File: src/rtl/ln_1_block_16.sv
// rtl/ln_1_block_16.sv - natural log of an unsigned 8.8 operand, returned as signed 1.7.8
// Leading-one normalisation, then one ln(1+2^-k) shift-add step per cycle, valid/ready both sides.
module ln_1_block_16 #(
  parameter int data_size = 16,
  parameter int frac_bits = 8,
  parameter int iters     = 12
) (
  input  logic                 clock_i,
  input  logic                 reset_n_i,
  input  logic [data_size-1:0] ln_data_i,
  input  logic                 ln_data_valid_i,
  output logic                 ln_data_ready_o,
  input  logic                 ln_last_i,
  output logic [data_size-1:0] ln_data_o,
  output logic                 ln_data_valid_o,
  input  logic                 ln_data_ready_i,
  output logic                 ln_last_o,
  output logic                 ln_done_o
);

  localparam logic        [3:0]  ITERS_K = 4'(iters);
  localparam logic signed [23:0] LN2     = 24'sd45426;

  typedef enum logic [1:0] {IDLE, NORM, ITER, DONE} state_t;

  state_t             state_q, state_d;
  logic        [15:0] x_q;
  logic               last_q;
  logic               zero_q;
  logic        [17:0] m_q;
  logic        [19:0] s_q;
  logic signed [5:0]  exp_q;
  logic        [3:0]  k_q;

  logic        [3:0]  lead_p;
  logic        [17:0] t_val;
  logic        [15:0] lut_val;
  logic signed [23:0] r_full;
  logic signed [23:0] r_rnd;
  logic        [15:0] res_val;
  logic               accept;
  logic               handshake;

  function automatic logic [3:0] lead_one(input logic [15:0] v);
    lead_one = '0;
    for (int i = 0; i < 16; i++) begin
      if (v[i]) lead_one = 4'(i);
    end
  endfunction

  // ln(1+2^-k) in Q0.16
  function automatic logic [15:0] lut_ln(input logic [3:0] k);
    case (k)
      4'd1:    lut_ln = 16'd26573;
      4'd2:    lut_ln = 16'd14624;
      4'd3:    lut_ln = 16'd7719;
      4'd4:    lut_ln = 16'd3973;
      4'd5:    lut_ln = 16'd2017;
      4'd6:    lut_ln = 16'd1016;
      4'd7:    lut_ln = 16'd510;
      4'd8:    lut_ln = 16'd255;
      4'd9:    lut_ln = 16'd128;
      4'd10:   lut_ln = 16'd64;
      4'd11:   lut_ln = 16'd32;
      4'd12:   lut_ln = 16'd16;
      4'd13:   lut_ln = 16'd8;
      4'd14:   lut_ln = 16'd4;
      4'd15:   lut_ln = 16'd2;
      default: lut_ln = 16'd0;
    endcase
  endfunction

  always_comb begin
    lead_p  = lead_one(x_q);
    t_val   = m_q + (m_q >> k_q);
    lut_val = lut_ln(k_q);
    // M*prod(1+2^-k) converges on 2, so ln(M) = ln2 - S
    r_full  = $signed({{18{exp_q[5]}}, exp_q}) * LN2 + LN2 - $signed({4'b0, s_q});
    r_rnd   = (r_full + 24'sd128) >>> 8;
    if (zero_q)                  res_val = 16'h8000;
    else if (r_rnd > 24'sd32767)  res_val = 16'h7FFF;
    else if (r_rnd < -24'sd32768) res_val = 16'h8000;
    else                          res_val = r_rnd[15:0];
  end

  assign accept    = ln_data_valid_i && ln_data_ready_o;
  assign handshake = ln_data_valid_o && ln_data_ready_i;

  always_ff @(posedge clock_i or negedge reset_n_i) begin
    if (!reset_n_i) state_q <= IDLE;
    else            state_q <= state_d;
  end

  always_comb begin
    state_d = state_q;
    case (state_q)
      IDLE:    if (accept) state_d = NORM;
      NORM:    state_d = ITER;
      ITER:    if (k_q == ITERS_K) state_d = DONE;
      DONE:    if (handshake) state_d = IDLE;
      default: state_d = IDLE;
    endcase
  end

  always_comb begin
    ln_data_ready_o = reset_n_i && (state_q == IDLE);
  end

  always_ff @(posedge clock_i or negedge reset_n_i) begin
    if (!reset_n_i) begin
      x_q             <= '0;
      last_q          <= 1'b0;
      zero_q          <= 1'b0;
      m_q             <= '0;
      s_q             <= '0;
      exp_q           <= '0;
      k_q             <= '0;
      ln_data_o       <= '0;
      ln_data_valid_o <= 1'b0;
      ln_last_o       <= 1'b0;
      ln_done_o       <= 1'b0;
    end else begin
      case (state_q)
        IDLE: begin
          if (accept) begin
            x_q    <= ln_data_i;
            last_q <= ln_last_i;
          end
        end
        NORM: begin
          exp_q  <= $signed({2'b00, lead_p}) - $signed(6'(frac_bits));
          m_q    <= {1'b0, x_q << (4'd15 - lead_p), 1'b0};
          s_q    <= '0;
          k_q    <= 4'd1;
          zero_q <= (x_q == 16'h0000);
        end
        ITER: begin
          if (!t_val[17]) begin
            m_q <= t_val;
            s_q <= s_q + {4'b0, lut_val};
          end
          k_q <= k_q + 4'd1;
        end
        DONE: begin
          // first DONE cycle publishes the result, later cycles wait for the sink
          if (!ln_data_valid_o) begin
            ln_data_o       <= res_val;
            ln_data_valid_o <= 1'b1;
            ln_last_o       <= last_q;
          end else if (ln_data_ready_i) begin
            ln_data_valid_o <= 1'b0;
            if (ln_last_o) ln_done_o <= 1'b1;
          end
        end
        default: ;
      endcase
    end
  end

endmodule
File: config.mk
export PLATFORM = sky130hd
export DESIGN_NAME = ln_1_block_16
export DESIGN_NICKNAME = d
export VERILOG_FILES = /design/src/rtl/ln_1_block_16.sv
export SDC_FILE = /design/constraint.sdc
export NUM_CORES = 1
export LEC_CHECK = 0
export CAP_MARGIN = 15
export CORE_ASPECT_RATIO = 1.5
export CORE_MARGIN = 2
export CORE_UTILIZATION = 40
export CTS_CLUSTER_SIZE = 25
export DETAILED_ROUTE_END_ITERATION = 7
export PLACE_DENSITY = 0.59
export SYNTH_ARGS = -nofsm -noshare
export SYNTH_HDL_FRONTEND = slang
export SYNTH_SLANG_ARGS = --single-unit
File: constraint.sdc
create_clock -name clock_i -period 5.9 [get_ports clock_i]
set_input_delay 0.59 -clock clock_i [delete_from_list [all_inputs] [get_ports clock_i]]
set_output_delay 0.59 -clock clock_i [all_outputs]
set_load 0.05 [all_outputs]
# Word level (Yosys, flattened, before mapping)
# Memories as Yosys holds them, arrays and structs flattened.
# Index checks and enable logic that the tools add are counted.
# op_classes
n_eq_ne,8
shifts,2
n_mul,1
n_mux,29
bitwise,1
addsub,8
order_cmp,2
reduce_logical,11
# ops
op,count
two-way mux 16 bit,3
two-way mux 4 bit,11
one-hot mux 20 bit (2 select lines),1
one-hot mux 18 bit (2 select lines),1
adder 24 x 9 -> 24 bit (second input constant),1
subtractor 24 x 21 -> 24 bit,1
adder 22 x 17 -> 23 bit (second input constant),1
multiplier 5 x 16 -> 21 bit (second input constant),1
adder 20 x 16 -> 20 bit,1
two-way mux 20 bit,1
adder 18 bit,1
two-way mux 18 bit,1
right shift 18 x 4 -> 18 bit,1
> comparator 16 bit (second input constant),1
zero test 16 bit,1
less-than comparator 16 bit (second input constant),1
<< shifter 16 x 4 -> 16 bit,1
two-way mux 2 bit,5
inequality test 2 bit (second input constant),4
one-hot mux 2 bit (4 select lines),1
one-hot mux 4 bit (2 select lines),1
AND reduction 2 bit,3
subtractor 4 x 4 -> 5 bit (second input constant),1
adder 4 x 1 -> 4 bit (second input constant),1
other kinds (12),17
# totals
memories,1
out_inout_bits,20
ff_bits,86
in_bits,21
mem_bits_ro,240
wordCells,75
# mem_list
name,words,word_bits,rd,rd_clocked_by_memory_dff,write_ports,line,source
(no name shown),16,15,1,0,0,53,case (k)

# Depth between registers and ports, before layout
# Gate-level depths: netlist of the first run.
# logic_depth
word_depth,18
mapped_depth,28
ltp_nobuf,27

# Least setup slack after synthesis of the first run
# OpenSTA, ideal clock, no wires.
# synth_timing
kind,register to register
startpoint,register exp_q[3]
endpoint,register ln_data_o[14]
t_required_ns,5.779
path_slack_ns,0.333
arrival_ns,5.446
period_less_slack_ns,5.567
path_buffers,0
stages_incl_launch_ff,25
setup_ns,0.121
cell_sequence,dfrtp_1 clkinv_1 ha_1 ha_1 fa_1 inv_1 fa_1 nor2b_1 o21a_1 o21a_1 o21ai_0 xnor2_1 o21ai_1 xnor2_1 ha_1 ha_1 a21o_1 a21o_1 a21o_1 a211o_1 a21oi_1 o31ai_2 a31oi_2 xnor2_1 a22o_1
# synth_via
elab_chain_cells,8
word_cells_on_any_way,9
cone_classes,add/sub: 3; mul: 1; order compare: 2; mux: 3
# synth_rtl
element,line,source
start: declaration,32,logic signed [5:0] exp_q;
start signal: assignment,131,"exp_q <= $signed({2'b00, lead_p}) - $signed(6'(frac_bits));"
multiplier 5 x 16 -> 21 bit (*),78,"r_full = $signed({{18{exp_q[5]}}, exp_q}) * LN2 + LN2 - $signed({4'b0, s_q});"
adder 22 x 17 -> 23 bit (*),78,
subtractor 24 x 21 -> 24 bit (*),78,
adder 24 x 9 -> 24 bit (*),79,r_rnd = (r_full + 24'sd128) >>> 8;
less-than comparator 16 bit,82,else if (r_rnd < -24'sd32768) res_val = 16'h8000;
two-way mux 16 bit,82,
two-way mux 16 bit (*),81,else if (r_rnd > 24'sd32767) res_val = 16'h7FFF;
two-way mux 16 bit (*),80,if (zero_q) res_val = 16'h8000;
end signal: assignment,147,ln_data_o <= res_val;
end: declaration,14,"output logic [data_size-1:0] ln_data_o,"
# Mark *: on every way between the ends. The rest lies on a longest branch, timed or not.
# A chain may end at the register's enable or synchronous reset.

# Final worst setup path of the first run
# layout_timing
startpoint,register exp_q[2]
endpoint,register ln_data_o[14]
# Same word-level chain as after synthesis.

==> results.sh, run 1 <==
export IMPL_fp_row_count=66
export IMPL_skew_ns=0.0118
export IMPL_min_path_type="primary input to async pin"
export IMPL_hold_ws_ns=0.180
export IMPL_synth_seq_cells=84
export IMPL_cp_start_kind="flop"
export IMPL_cp_required_ns=6.17
export IMPL_worstMarginPinSlew_ns=0.821
export IMPL_grt_remaining_overflow=0
export IMPL_synth_edf_count=0
export IMPL_use_met3_pct=2.92
export IMPL_relSlewSlack_pct=45.3
export IMPL_numCtsBuffers=9
export IMPL_cp_max_fo=5
export IMPL_finalCritPeriodShare_pct=94.7
export IMPL_status="complete, no violations"
export IMPL_core_region_area_mm2=0.0216
export IMPL_fmax_ghz=0.179
export IMPL_top_usage_layer="met2"
export IMPL_synth_area_leaders="dfrtp_1, ha_1, a21oi_1, mux2i_1, mux2_2"
export IMPL_syn_to_final_growth_pct=12.7
export IMPL_num_vias=7650
export IMPL_insertedDiodeCount=0
export IMPL_grt_max_degree=51
export IMPL_avgSynthCellArea_um2=8.64
export IMPL_drcViolationCount=0
export IMPL_drtPass1Iterations=5
export IMPL_vias_per_cell=5.77
export IMPL_dp_hpwl_mm=18.3
export IMPL_synth_ff_type="dfrtp_1"
export IMPL_ctsHoldBuffers=0
export IMPL_max_cap_violations=0
export IMPL_die_height_um=185
export IMPL_yosysWarnings=0
export IMPL_layout_common_cells="ha_1, dfrtp_1, nor2_1"
export IMPL_grt_antenna_before_repair=0
export IMPL_wl_per_cell_um=17.8
export IMPL_cts_max_level=3
export IMPL_maxSlewViolCount=0
export IMPL_synthArstFlopShare_pct=100
export IMPL_portBuffers=40
export IMPL_grt_pass1_wl_mm=37.8
export IMPL_die_area_mm2=0.0231
export IMPL_fin_nets=1186
export IMPL_layout_drive_gt1_share_pct=11.4
export IMPL_crit_type="flop to flop"
export IMPL_netlist_area_mm2=0.00876
export IMPL_cts_reportedPaths_clkPinSlew_ns=0.07
export IMPL_syn_instance_count=1014
export IMPL_end_kind="flop"
export IMPL_grt_pass1_vias=7677
export IMPL_synth_top_area_share_pct=24.0
export IMPL_clock_sinks=84
export IMPL_ioPinCount=41
export IMPL_grt_use_total_pct=20.5
export IMPL_insertion_delay_ns=0.37
export IMPL_cp_arrival_ns=5.85
export IMPL_grt_util_met1_pct=21.0
export IMPL_final_common_cell="ha_1"
export IMPL_place_congestion=0.888
export IMPL_yosysSeqAreaShare_pct=24.0
export IMPL_antenna_left=0
export IMPL_clockBufferDepth=2
export IMPL_synth_cell_type_count=88
export IMPL_setup_viol=0
export IMPL_wirelength_mm=23.6
export IMPL_drtIter0Drc=334
export IMPL_root_buffer="clkbuf_16"
export IMPL_yosysTopAreaCell="dfrtp_1"
export IMPL_synthesis_nets=1151
export IMPL_report_final_hold_viol_count=0
export IMPL_cts_tree="done"
export IMPL_period_needed_ns=5.59
export IMPL_dieWidth_um=125
export IMPL_start_util_pct=40.5
export IMPL_use_met2_pct=39.8
==> Yosys cell counts, types with 21 or more instances <==
| cell | number |
|---|---|
| ha_1 | 110 |
| dfrtp_1 | 84 |
| nor2_1 | 79 |
| a21oi_1 | 78 |
| inv_1 | 68 |
| nand2_1 | 62 |
| o21ai_0 | 43 |
| mux2i_1 | 34 |
| xnor2_1 | 34 |
| nand3_1 | 31 |
| xor2_1 | 28 |
| mux2_2 | 27 |
| clkbuf_1 | 24 |
| a21o_1 | 21 |
| nor3_1 | 21 |
==> worst max-delay path: stages (launching register included) <==
cell	delay (ns)
dfrtp_2	0.42
inv_1	0.06
ha_1	0.30
inv_1	0.08
ha_1	0.22
fa_1	0.52
inv_1	0.07
fa_1	0.46
nor2b_1	0.13
o21a_2	0.17
o21ai_2	0.07
a211oi_1	0.28
nor3_1	0.13
buf_4	0.15
o21ai_1	0.18
and3_1	0.18
nor2_1	0.05
ha_1	0.31
ha_4	0.27
a21o_1	0.17
a21o_1	0.18
a211o_1	0.32
a21oi_2	0.18
o31ai_4	0.11
a31oi_2	0.18
xnor2_1	0.10
a22o_1	0.20
==> state kept, by name, indices dropped and copies added (netlist names) <==
name             count
last_q               1
ln_data_o           16
zero_q               1
k_q                  4
exp_q                4
ln_last_o            1
x_q                 16
m_q                 17
state_q              2
s_q                 20
ln_done_o            1
ln_data_valid_o      1
==> layer usage <==
metal | share of wire, % | vias to the layer above
met3 | 2.8 | 62
met2 | 54 | 136
met5 | 0 | -
li1 | - | 3774
met4 | 4.7 | 0
met1 | 39 | 3678
==> final cells by class <==
cell class / instances / area [um^2]
Clock buffer: 9 / 225
Clock inverter: 6 / 76.3
Fill cell: 2159 / 11800
Inverter: 72 / 270
Multi-Input combinational cell: 818 / 6270
Sequential cell: 84 / 2110
Tap cell: 272 / 340
Timing Repair Buffer: 64 / 578
==> per-stage QoR <==
step	area (um^2)	setup TNS (ns)	setup slack, ns	utilization (%)	std cells
6_report	9870	0	0.313	45.6	1325
5_1_grt	9870	-0.0309	-0.0225	45.6	1325
4_1_cts	9730	0	0.0354	45.0	1318
3_5_place_dp	9430	0	0.0836	43.6	1303
3_3_place_gp	9430	0	0.227	43.6	1303
2_1_floorplan	8760	0	0.333	-	1014
==> final timing paths <==
| path | to | startpoint | cells after the start | slack [ns] |
|---|---|---|---|---|
| worst min-delay path | exp_q[3]$_DFFE_PN0P_ | reset_n_i | 1 | 0.18 |
| worst max-delay path | ln_data_o[14]$_DFFE_PN0P_ | exp_q[2]$_DFFE_PN0P_ | 26 | 0.31 |
| max in group asynchronous | s_q[7]$_DFFE_PN0P_ | reset_n_i | 2 | 4.60 |
| min in group clock_i | ln_done_o$_DFFE_PN0P_ | ln_done_o$_DFFE_PN0P_ | 1 | 0.47 |
| worst max register to register | ln_data_o[14]$_DFFE_PN0P_ | exp_q[2]$_DFFE_PN0P_ | 26 | 0.31 |
| worst min register to register | ln_done_o$_DFFE_PN0P_ | ln_done_o$_DFFE_PN0P_ | 1 | 0.47 |
==> cells by family (layout without fill, tap and decap cells) <==
kind of cell / Yosys count / count (layout) / share of synthesized area [%]
xor+xnor: 62 / 62 / 6.20
fa+ha+maj: 116 / 116 / 17.1
flops: 84 / 84 / 24.0
buf+inv: 112 / 151 / 5.30
simple gates: 274 / 274 / 15.3
mux: 63 / 63 / 7.87
compound gates: 303 / 303 / 24.3
==> what timing repair did <==
| item | CTS | global route |
|---|---|---|
| hold endpoints to repair | 0 | 0 |
| gates resized for setup | 0 | 16 |
| buffers inserted | 0 | 7 |
| setup endpoints to repair | 0 | 5 |
Power of run 1 is left out: the tool's default activity adds up to more than one toggle a clock period on the data nets, which glitch-free logic cannot reach.
==> run 2, diff against run 1 <==
--- a/config.mk
+++ b/config.mk
@@ -12,6 +12,7 @@
 export CTS_CLUSTER_SIZE = 25
 export DETAILED_ROUTE_END_ITERATION = 7
 export PLACE_DENSITY = 0.59
+export RECOVER_POWER = 25
 export SYNTH_ARGS = -nofsm -noshare
 export SYNTH_HDL_FRONTEND = slang
 export SYNTH_SLANG_ARGS = --single-unit
==> results.sh, run 2 (synthesis gave the netlist of run 1 again) <==
export IMPL_crit_path_max_incr_delay_ns=0.52
export IMPL_syn_to_final_growth_pct=12.6
export IMPL_end_kind="flop"
export IMPL_dieWidth_um=125
export IMPL_grt_remaining_overflow=0
export IMPL_cts_max_level=3
export IMPL_report_final_hold_viol_count=0
export IMPL_cp_start_kind="flop"
export IMPL_grt_pass1_wl_mm=37.8
export IMPL_setup_viol=0
export IMPL_cp_required_ns=6.17
export IMPL_clockBufferDepth=2
export IMPL_antenna_left=0
export IMPL_cp_max_fo=5
export IMPL_layout_common_cells="ha_1, dfrtp_1, nor2_1"
export IMPL_dp_hpwl_mm=18.3
export IMPL_die_height_um=185
export IMPL_status="finished, violations left"
export IMPL_violations="capacitance limit, slew limit"
export IMPL_layout_drive_gt1_share_pct=11.1
export IMPL_place_congestion=0.888
export IMPL_root_buffer="clkbuf_16"
export IMPL_maxSlewViolCount=122
export IMPL_start_util_pct=40.5
export IMPL_cts_reportedPaths_clkPinSlew_ns=0.07
export IMPL_finalCritPeriodShare_pct=94.8
export IMPL_drtPass1Iterations=5
export IMPL_worstMarginPinSlew_ns=2.86
export IMPL_cts_tree="done"
export IMPL_num_vias=7651
export IMPL_vias_per_cell=5.77
export IMPL_grt_pass1_vias=7677
export IMPL_min_path_type="flop to flop"
export IMPL_grt_max_degree=51
export IMPL_die_area_mm2=0.0231
export IMPL_crit_type="flop to flop"
export IMPL_grt_use_total_pct=20.5
export IMPL_skew_ns=0.0113
export IMPL_cp_arrival_ns=5.86
export IMPL_insertedDiodeCount=0
export IMPL_fin_nets=1186
export IMPL_top_regs="s_q: 20 flops, m_q: 17 flops"
export IMPL_max_cap_violations=3
export IMPL_ioPinCount=41
export IMPL_fp_row_count=66
export IMPL_period_needed_ns=5.59
export IMPL_slowest_stage="fa_1"
export IMPL_clock_sinks=84
export IMPL_final_util_pct=45.6
export IMPL_fmax_ghz=0.179
export IMPL_portBuffers=40
export IMPL_numCtsBuffers=9
export IMPL_regMostFlops="s_q"
export IMPL_relSlewSlack_pct=-90.6
export IMPL_core_region_area_mm2=0.0216
export IMPL_insertion_delay_ns=0.37
export IMPL_drcViolationCount=0
export IMPL_grt_antenna_before_repair=0
export IMPL_final_common_cell="ha_1"
export IMPL_largest_reg_flops=20
export IMPL_wirelength_mm=23.6
export IMPL_wl_per_cell_um=17.8
export IMPL_drtIter0Drc=345
==> run 2: routing by layer <==
metal	up-vias	share of wire (%)	track usage [%]
li1	3774	-	-
met1	3674	38	21.0
met2	141	54	39.8
met3	62	3.0	2.92
met4	0	4.7	11.7
met5	-	0	0
==> run 2: through the flow <==
stage / setup slack, ns / setup TNS (ns) / cell area, um^2 / cells / hold slack, ns
floorplan: 0.333 / 0 / 8760 / 1014 / 0.294
finish: 0.308 / 0 / 9860 / 1325 / 0.470
global placement: 0.227 / 0 / 9430 / 1303 / 0.452
CTS: 0.0354 / 0 / 9730 / 1318 / 0.196
global route: -0.0225 / -0.0309 / 9860 / 1325 / 0.502
detailed placement: 0.0836 / 0 / 9430 / 1303 / 0.461
==> run 2: final timing paths <==
kind / to / from / slack (ns) / cells past startpoint
min in group asynchronous: exp_q[3]$_DFFE_PN0P_ / reset_n_i / 0.82 / 1
max in group asynchronous: s_q[7]$_DFFE_PN0P_ / reset_n_i / 1.48 / 2
hold / removal: ln_done_o$_DFFE_PN0P_ / ln_done_o$_DFFE_PN0P_ / 0.47 / 1
setup / recovery: ln_data_o[14]$_DFFE_PN0P_ / exp_q[2]$_DFFE_PN0P_ / 0.31 / 26
setup reg to reg: ln_data_o[14]$_DFFE_PN0P_ / exp_q[2]$_DFFE_PN0P_ / 0.31 / 26
hold reg to reg: ln_done_o$_DFFE_PN0P_ / ln_done_o$_DFFE_PN0P_ / 0.47 / 1
==> run 2: final cells by class <==
type | instances | area [um^2]
Inverter | 72 | 270
Tap cell | 272 | 340
Fill cell | 2163 | 11800
Multi-Input combinational cell | 818 | 6270
Timing Repair Buffer | 64 | 567
Clock buffer | 9 | 225
Sequential cell | 84 | 2110
Clock inverter | 6 | 76.3
==> run 2: what timing repair did <==
action,CTS,global route
resized for setup,0,16
hold buffers,0,0
setup buffers,0,7
endpoints found under the hold margin,0,0
endpoints found under the setup margin,0,5
==> run 2: critical path: cells and delay by family (launching register included) <==
kind / cells / cell delay, ns
flops: 1 / 0.42
buf+inv: 4 / 0.36
simple gates: 4 / 0.50
xor+xnor: 1 / 0.10
compound gates: 11 / 2.04
fa+ha+maj: 6 / 2.08
Power of run 2 is left out for the same reason.
